File: config.mk
export PLATFORM = sky130hd
export DESIGN_NAME = noc_inject_port
export DESIGN_NICKNAME = d
export VERILOG_FILES = /design/src/rtl/noc_pkg.sv /design/src/rtl/flit_fifo.sv /design/src/rtl/noc_inject_port.sv
export SDC_FILE = /design/constraint.sdc
export NUM_CORES = 1
export LEC_CHECK = 0
export ABC_AREA = 1
export BUFFER_PORTS_ARGS = -buffer_cell sky130_fd_sc_hd__buf_2
export CAP_MARGIN = 20
export CORE_UTILIZATION = 62
export DETAILED_ROUTE_END_ITERATION = 10
export GPL_TIMING_DRIVEN = 0
export PLACE_DENSITY_LB_ADDON = 0.3
export SLEW_MARGIN = 15
export SYNTH_ARGS = -nofsm -noshare
export SYNTH_HDL_FRONTEND = slang
export SYNTH_HIERARCHICAL = 1
export SYNTH_SLANG_ARGS = --single-unit
File: constraint.sdc
create_clock -name clk -period 5.6 [get_ports clk]
set_input_delay 0.84 -clock clk [delete_from_list [all_inputs] [get_ports clk]]
set_output_delay 0.84 -clock clk [all_outputs]
set_load 0.02 [all_outputs]
File: src/rtl/noc_pkg.sv
// Shared NoC definitions: flit width, router local-buffer depth and the flit type
// used by the router, the PE and the injection port.
package noc_pkg;

    localparam int unsigned FLIT_W         = 20;
    localparam int unsigned ROUTER_CREDITS = 4;
    localparam int unsigned INJ_DEPTH      = 4;

    typedef logic [FLIT_W-1:0] flit_t;

endpackage

File: src/rtl/flit_fifo.sv
// Synchronous flit FIFO with occupancy count; push when full and pop when empty are ignored.
module flit_fifo #(
    parameter int unsigned FLIT_W = 20,
    parameter int unsigned DEPTH  = 4
) (
    input  logic                         clk,
    input  logic                         RST,
    input  logic                         push,
    input  logic                         pop,
    input  logic [FLIT_W-1:0]            din,
    output logic [FLIT_W-1:0]            dout,
    output logic [$clog2(DEPTH+1)-1:0]   count,
    output logic                         full,
    output logic                         empty
);

    localparam int unsigned PTR_W = $clog2(DEPTH);
    localparam int unsigned CNT_W = $clog2(DEPTH + 1);
    localparam logic [CNT_W-1:0] DEPTH_C = CNT_W'(DEPTH);

    logic [FLIT_W-1:0] mem [DEPTH];
    logic [PTR_W-1:0]  wr_ptr_q, rd_ptr_q;
    logic [CNT_W-1:0]  cnt_q, cnt_d;
    logic              do_push, do_pop;

    assign full    = (cnt_q == DEPTH_C);
    assign empty   = (cnt_q == '0);
    assign do_push = push && !full;
    assign do_pop  = pop && !empty;
    assign dout    = mem[rd_ptr_q];
    assign count   = cnt_q;

    always_comb begin
        cnt_d = cnt_q;
        if (do_push && !do_pop) begin
            cnt_d = cnt_q + 1'b1;
        end else if (do_pop && !do_push) begin
            cnt_d = cnt_q - 1'b1;
        end
    end

    // Pointers wrap naturally because DEPTH is a power of two.
    always_ff @(posedge clk) begin
        if (RST) begin
            wr_ptr_q <= '0;
            rd_ptr_q <= '0;
            cnt_q    <= '0;
        end else begin
            if (do_push) begin
                mem[wr_ptr_q] <= din;
                wr_ptr_q      <= wr_ptr_q + 1'b1;
            end
            if (do_pop) begin
                rd_ptr_q <= rd_ptr_q + 1'b1;
            end
            cnt_q <= cnt_d;
        end
    end

endmodule

File: src/rtl/noc_inject_port.sv
// Credit-controlled injection stage from a PE into the router local port; buffers PE flits
// and forwards them only while the router's local input buffer has credit.
module noc_inject_port import noc_pkg::*; #(
    parameter int unsigned FLIT_W         = noc_pkg::FLIT_W,
    parameter int unsigned DEPTH          = noc_pkg::INJ_DEPTH,
    parameter int unsigned ROUTER_CREDITS = noc_pkg::ROUTER_CREDITS
) (
    input  logic                                clk,
    input  logic                                RST,
    input  logic [FLIT_W-1:0]                   pe_flit,
    input  logic                                pe_valid,
    output logic                                pe_ready,
    output logic [FLIT_W-1:0]                   dataout,
    output logic                                out_valid,
    input  logic                                ci,
    output logic [$clog2(ROUTER_CREDITS+1)-1:0] credit_cnt,
    output logic [$clog2(DEPTH+1)-1:0]          fifo_cnt,
    output logic                                credit_err
);

    localparam int unsigned CRD_W = $clog2(ROUTER_CREDITS + 1);
    localparam logic [CRD_W-1:0] CRD_MAX = CRD_W'(ROUTER_CREDITS);

    logic              fifo_full, fifo_empty;
    logic              push, issue;
    logic [FLIT_W-1:0] head;

    logic [CRD_W-1:0]  credit_q, credit_d;
    logic              err_q, err_d;
    logic              valid_q;
    logic [FLIT_W-1:0] data_q;

    // Ready and issue depend only on registered state (plus reset), never on ci or pe_valid.
    assign pe_ready = !RST && !fifo_full;
    assign push     = pe_valid && pe_ready;
    assign issue    = !fifo_empty && (credit_q != '0);

    flit_fifo #(
        .FLIT_W(FLIT_W),
        .DEPTH (DEPTH)
    ) u_fifo (
        .clk  (clk),
        .RST  (RST),
        .push (push),
        .pop  (issue),
        .din  (pe_flit),
        .dout (head),
        .count(fifo_cnt),
        .full (fifo_full),
        .empty(fifo_empty)
    );

    always_comb begin
        credit_d = credit_q;
        err_d    = err_q;
        unique case ({issue, ci})
            2'b10: credit_d = credit_q - 1'b1;
            2'b01: begin
                if (credit_q == CRD_MAX) begin
                    err_d = 1'b1;
                end else begin
                    credit_d = credit_q + 1'b1;
                end
            end
            default: ;
        endcase
    end

    always_ff @(posedge clk) begin
        if (RST) begin
            credit_q <= CRD_MAX;
            err_q    <= 1'b0;
            valid_q  <= 1'b0;
            data_q   <= '0;
        end else begin
            credit_q <= credit_d;
            err_q    <= err_d;
            valid_q  <= issue;
            if (issue) begin
                data_q <= head;
            end
        end
    end

    assign dataout    = data_q;
    assign out_valid  = valid_q;
    assign credit_cnt = credit_q;
    assign credit_err = err_q;

endmodule
# --- After elaboration in Yosys (flattened, before gate mapping) ---
# Memory sizes are Yosys's and may differ from the RTL's. A register that Yosys moved wholly into a read port is not among the register bits.
# Index checks and enable logic that the tools add are counted.
totals:
  reg_bits: 12
  mem_bits_rw: 80
  input_bits: 24
  wordCells: 43
  n_memories: 1
op_classes:
  add_sub_neg: 6
  eq_ne: 5
  muxes: 7
  n_reduce_logical: 18
mem_list:
  columns: ["name", "depth", "word_bits", "read_ports", "rd_ports_with_merged_regs", "write_ports", "line", "text"]
  rows:
  - ["u_fifo.mem", 4, 20, 1, 1, 1, "flit_fifo.sv:21", "logic [FLIT_W-1:0] mem [DEPTH];"]
op_table:
  columns: ["cell", "n"]
  rows:
  - ["3-bit two-way mux", 3]
  - ["1-bit logical AND", 7]
  - ["3-bit by 1-bit adder with 3-bit output (second input constant)", 2]
  - ["3-bit == test (second input constant)", 2]
  - ["3-bit one-hot mux with 2 select lines", 1]
  - ["3-bit by 1-bit subtractor with 3-bit output (second input constant)", 2]
  - ["1-bit zero test", 5]
  - ["2-bit by 1-bit adder with 2-bit output (second input constant)", 2]
  - ["2-bit AND reduction", 2]
  - ["2-bit nonzero test", 2]
  - ["3-bit zero test", 1]
  - ["1-bit two-way mux", 3]
  - ["3-bit nonzero test", 1]
  - ["2-bit by 1-bit == test with 1-bit output (second input constant)", 1]
  - ["2-bit == test (second input constant)", 1]
  - ["2-bit != test (second input constant)", 1]

# --- Depth between registers and ports, before layout ---
logic_depth:
  word_depth: 9
  depth_mapped: 15

# --- Modules after synthesis ---
# The synthesis kept the hierarchy.
by_module_without_submodules:
  columns: ["module", "instances", "cells_each", "area_per_inst_um2"]
  rows:
  - ["flit_fifo", 1, 265, 3464.6]
  - ["noc_inject_port", 1, 127, 968.4]

# --- Worst setup path before layout ---
# No wires, ideal clock.
synth_timing:
  path_kind: "input port to flip-flop"
  start: "in RST"
  end: "mem u_fifo.mem[0][0] (enable)"
  setup_time_ns: 0.397
  arrival_ns: 2.406
  required_ns: 5.203
  path_slack_ns: 2.797
  stages: 5
  n_path_buf: 0
  path_cell_list: "nor3b_1 inv_1 nor2_4 nand2_2 nor2_1"
synth_between:
  elab_chain_len: 7
synth_lines:
  columns: ["item", "line", "text"]
  rows:
  - ["start: declaration", "noc_inject_port.sv:9", "input logic RST,"]
  - ["1-bit zero test", "noc_inject_port.sv:34", "assign pe_ready = !RST && !fifo_full;"]
  - ["1-bit logical AND", "noc_inject_port.sv:34", null]
  - ["1-bit logical AND", "noc_inject_port.sv:35", "assign push = pe_valid && pe_ready;"]
  - ["1-bit logical AND", "flit_fifo.sv:28", "assign do_push = push && !full;"]
  - ["via u_fifo.do_push", "flit_fifo.sv:24", "logic do_push, do_pop;"]
  - ["1-bit two-way mux", "flit_fifo.sv:49", "if (do_push) begin"]
  - ["1-bit two-way mux", "flit_fifo.sv:44", "if (RST) begin"]
  - ["1-bit two-way mux (not written as such)", "flit_fifo.sv:50", "mem[wr_ptr_q] <= din;"]
  - ["end: declaration", "flit_fifo.sv:21", null]
# The timed path passes the listed nets, and every way through them passes these cells.

# --- Worst setup path after layout ---
layout_timing:
  start: "reg u_fifo.cnt_q[0], in the netlist u_fifo/count[0]"
  end: "mem u_fifo.mem[1][12] (enable)"
layout_between:
  elab_chain_len: 8
layout_lines:
  columns: ["item", "line", "text"]
  rows:
  - ["start: declaration", "flit_fifo.sv:23", "logic [CNT_W-1:0] cnt_q, cnt_d;"]
  - ["start signal: assignment", "flit_fifo.sv:56", "cnt_q <= cnt_d;"]
  - ["3-bit == test", "flit_fifo.sv:26", "assign full = (cnt_q == DEPTH_C);"]
  - ["via fifo_full", "noc_inject_port.sv:24", "logic fifo_full, fifo_empty;"]
  - ["1-bit zero test", "noc_inject_port.sv:34", null]
  - ["1-bit logical AND", "noc_inject_port.sv:34", null]
  - ["1-bit logical AND", "noc_inject_port.sv:35", null]
  - ["via push", "noc_inject_port.sv:25", "logic push, issue;"]
  - ["1-bit logical AND", "flit_fifo.sv:28", null]
  - ["via u_fifo.do_push", "flit_fifo.sv:24", null]
  - ["1-bit two-way mux", "flit_fifo.sv:49", null]
  - ["1-bit two-way mux", "flit_fifo.sv:44", null]
  - ["1-bit two-way mux (not written as such)", "flit_fifo.sv:50", null]
# The timed path passes the listed nets, and every way through them passes these cells.

==> qor.csv <==
stage,metric,value,unit
yosys,yosysUniqueCellTypes,25,
power,switching_power,0.00107,W
power,switching_share,35.4,%
yosys,syn_area_per_cell,11.3,um2
timing,setup_viol,0,
floorplan,core-area,6830,um2
min_path,min_path_type,flip-flop to flip-flop,
timing,final.setup_skew,0.00993,ns
floorplan,dieArea,7490,um2
clock_network,cts_max_level,4,
drt,vias,3286,
placed_design,placed_cell_area,4880,um2
placed_design,dp_slack,2.65,ns
grt,overflow,0,
worst_setup_path,crit_arrival,2.85,ns
clock_network,clkTransAtPathRegs,0.05,ns
layout,fin_util,79.3,%
timing,tightest_slew,0.704,ns
run_status,outcome,"finished, final reports clean",
yosys,yosysSeqAreaShare,69.5,%
clock_network,cts_tree,built,
floorplan,die-width,86.6,um
worst_setup_path,cp-end-kind,flip-flop,
floorplan,num_rows,30,
power,internal_power,0.00195,W
clock_network,cts_buffer_depth,2,
floorplan,initial_core_util,64.9,%
layout,fin_area,5420,um2
clock_network,cts-root-buf,clkbuf_8,
layout,fin_nets,498,
placed_design,gp_congestion,0.762,
power,p_leak,2.14,nW
grt,antenna_found_initial,0,
drt,ant_nets,0,
drt,detail_route.wirelength,10200,um
drt,drt_iter0_drc,261,
timing,slew_headroom,53.0,%
power,power_frac_seq,36.2,%
drt,vias_per_cell,5.70,
grt,grt_max_degree,17,
yosys,syn_area,4430,um2
timing,rsz0062_at_grt,no,
power,pwr-share-comb,31.0,%
grt,grt_usage,30.2,%
timing,setup_slack,2.98,ns
clock_network,hold_buffers,0,
run,maxCapViolCount,0,
timing,fin_crit_sh,46.9,%
yosys,syn_nets,423,
placed_design,port_buffers,52,
grt,grt_pass1_vias,3307,
placed_design,dp.final_hpwl,6110,um
drt,dr.pass1.iters,5,
clock_network,cts_made_buffers,17,
layout,n_antenna_cell,0,
floorplan,fp.dieH,86.6,um
timing,setup_tns,0,ns
timing,period_minus_slack,2.62,ns
power,power_frac_clock,32.8,%
clock_network,insertion_delay,0.52,ns
layout,drive_gt1_share,22.9,%
clock_network,cts_setup_buffers,0,
timing,holdWs,0.446,ns
worst_setup_path,cp-start-kind,flip-flop,
worst_setup_path,critical_path_class,flip-flop to flip-flop,
floorplan,io_pins,53,
drt,drc_errors,0,
timing,hold_violations,0,
drt,wl_per_cell,17.8,um
power,power.density,557,nW/um2
yosys,syn_inst,392,
worst_setup_path,cp_max_fo,11,
power,ir_worst_vdd,0.000394,V
timing,max_freq,381,MHz
yosys,synth_seq_cells,114,
clock_network,ctsResizeCount,0,
worst_setup_path,cp.required,5.82,ns
yosys,ys_warn_count,6,
layout,syn2layout_area_growth,22.2,%
grt,grt_pass1_wl,16000,um
clock_network,cts_sinks,114,
timing,finalMaxSlewViolations,0,
-- layer usage --
metal / up-vias / track usage (%) / part of all wire, %
met2: 174 / 51.4 / 52
li1: 1513 / - / -
met3: 20 / 9.24 / 7.3
met5: - / 0 / 0
met4: 0 / 16.1 / 1.5
met1: 1579 / 34.4 / 40
-- power groups by stage --
stage | combinational, W | clock (W) | sequential (W)
6_report | 0.000935 | 0.000990 | 0.00109
3_3_place_gp | 0.000864 | 0 | 0.00110
5_1_grt | 0.00103 | 0.00103 | 0.00110
4_1_cts | 0.000925 | 0.000996 | 0.00109
2_1_floorplan | 0.000537 | 0 | 0.00119
3_5_place_dp | 0.000904 | 0 | 0.00110
-- flip-flops by register name, indices dropped and copies added, names as in the netlist, named ones only --
| register | count |
|---|---|
| credit_cnt | 3 |
| dataout | 20 |
| u_fifo/count | 3 |
| out_valid | 1 |
| credit_err | 1 |
| u_fifo/mem | 80 |
| u_fifo/wr_ptr_q | 2 |
| u_fifo/rd_ptr_q | 2 |
-- final timing paths --
kind | start | end | slack, ns | cells after the start
hold / removal | credit_err | credit_err | 0.45 | 2
setup / recovery | u_fifo/count[0] | u_fifo/mem[1][12] | 2.98 | 9
hold reg to reg | credit_err | credit_err | 0.45 | 2
setup reg to reg | u_fifo/count[0] | u_fifo/mem[1][12] | 2.98 | 9
-- layout make-up --
type	count	area (um2)
Sequential cell	114	3080
Fill cell	412	1410
Multi-Input combinational cell	234	1170
Clock buffer	24	450
Timing Repair Buffer	56	317
Tap cell	96	120
Inverter	26	97.6
Buffer	18	88.8
Clock inverter	8	87.6
-- through the flow --
step           power [W]  instances
6_report         0.00302        576
5_1_grt          0.00316        576
4_1_cts          0.00301        576
3_5_place_dp     0.00201        544
3_3_place_gp     0.00196        540
2_1_floorplan    0.00173        392
-- cell usage in the layout (no fill, tap or decap), types with 2 or more instances in the layout --
master and n:
nor2_4 3, buf_4 2, nor2_1 93, clkbuf_2 2, o21ai_1 41, o22ai_1 20, ha_1 5, clkbuf_8 2
edfxtp_1 80, nand2_2 5, inv_2 3, buf_8 3, buf_2 61, clkinv_2 4, clkinv_1 2, clkbuf_16 16
nand2_1 19, bufinv_16 2, dfxtp_1 34, nand3_1 8, nor2_2 4, clkbuf_1 11, inv_1 23, a21oi_1 6
fa_1 2, o21ai_0 22
-- logic make-up (layout without fill, tap and decap cells) --
kind of cell / after synthesis / after routing / share of synthesized area (%)
compound gates: 90 / 90 / 10.8
xor+xnor: 1 / 1 / 0.198
fa+ha+maj: 7 / 7 / 2.31
buf+inv: 44 / 132 / 4.21
flops: 114 / 114 / 69.5
simple gates: 136 / 136 / 12.9
-- critical path, cell delays in order (launching register included) --
cell and delay (ns):
dfxtp_1 0.46, nor2_4 0.07, nand2_4 0.09, inv_2 0.06
nor3b_1 0.45, inv_1 0.15, nor2_4 0.14, nand2_2 0.10
nor2_2 0.56, buf_8 0.24
-- synthesized netlist by cell type, drive strengths merged --
master	n	area [um2]
o21ai	63	315
nand3b	1	7.51
clkbuf	7	28.8
ha	5	62.6
buf	11	60.1
fa	2	40.0
o22ai	20	125
nand2	25	114
a21oi	7	38.8
nand3	8	40.0
nand4	1	6.26
inv	26	97.6
xor2	1	8.76
edfxtp	80	2400
nor3b	1	7.51
nor2	100	398
dfxtp	34	681
(Power assumes the default switching activity.)
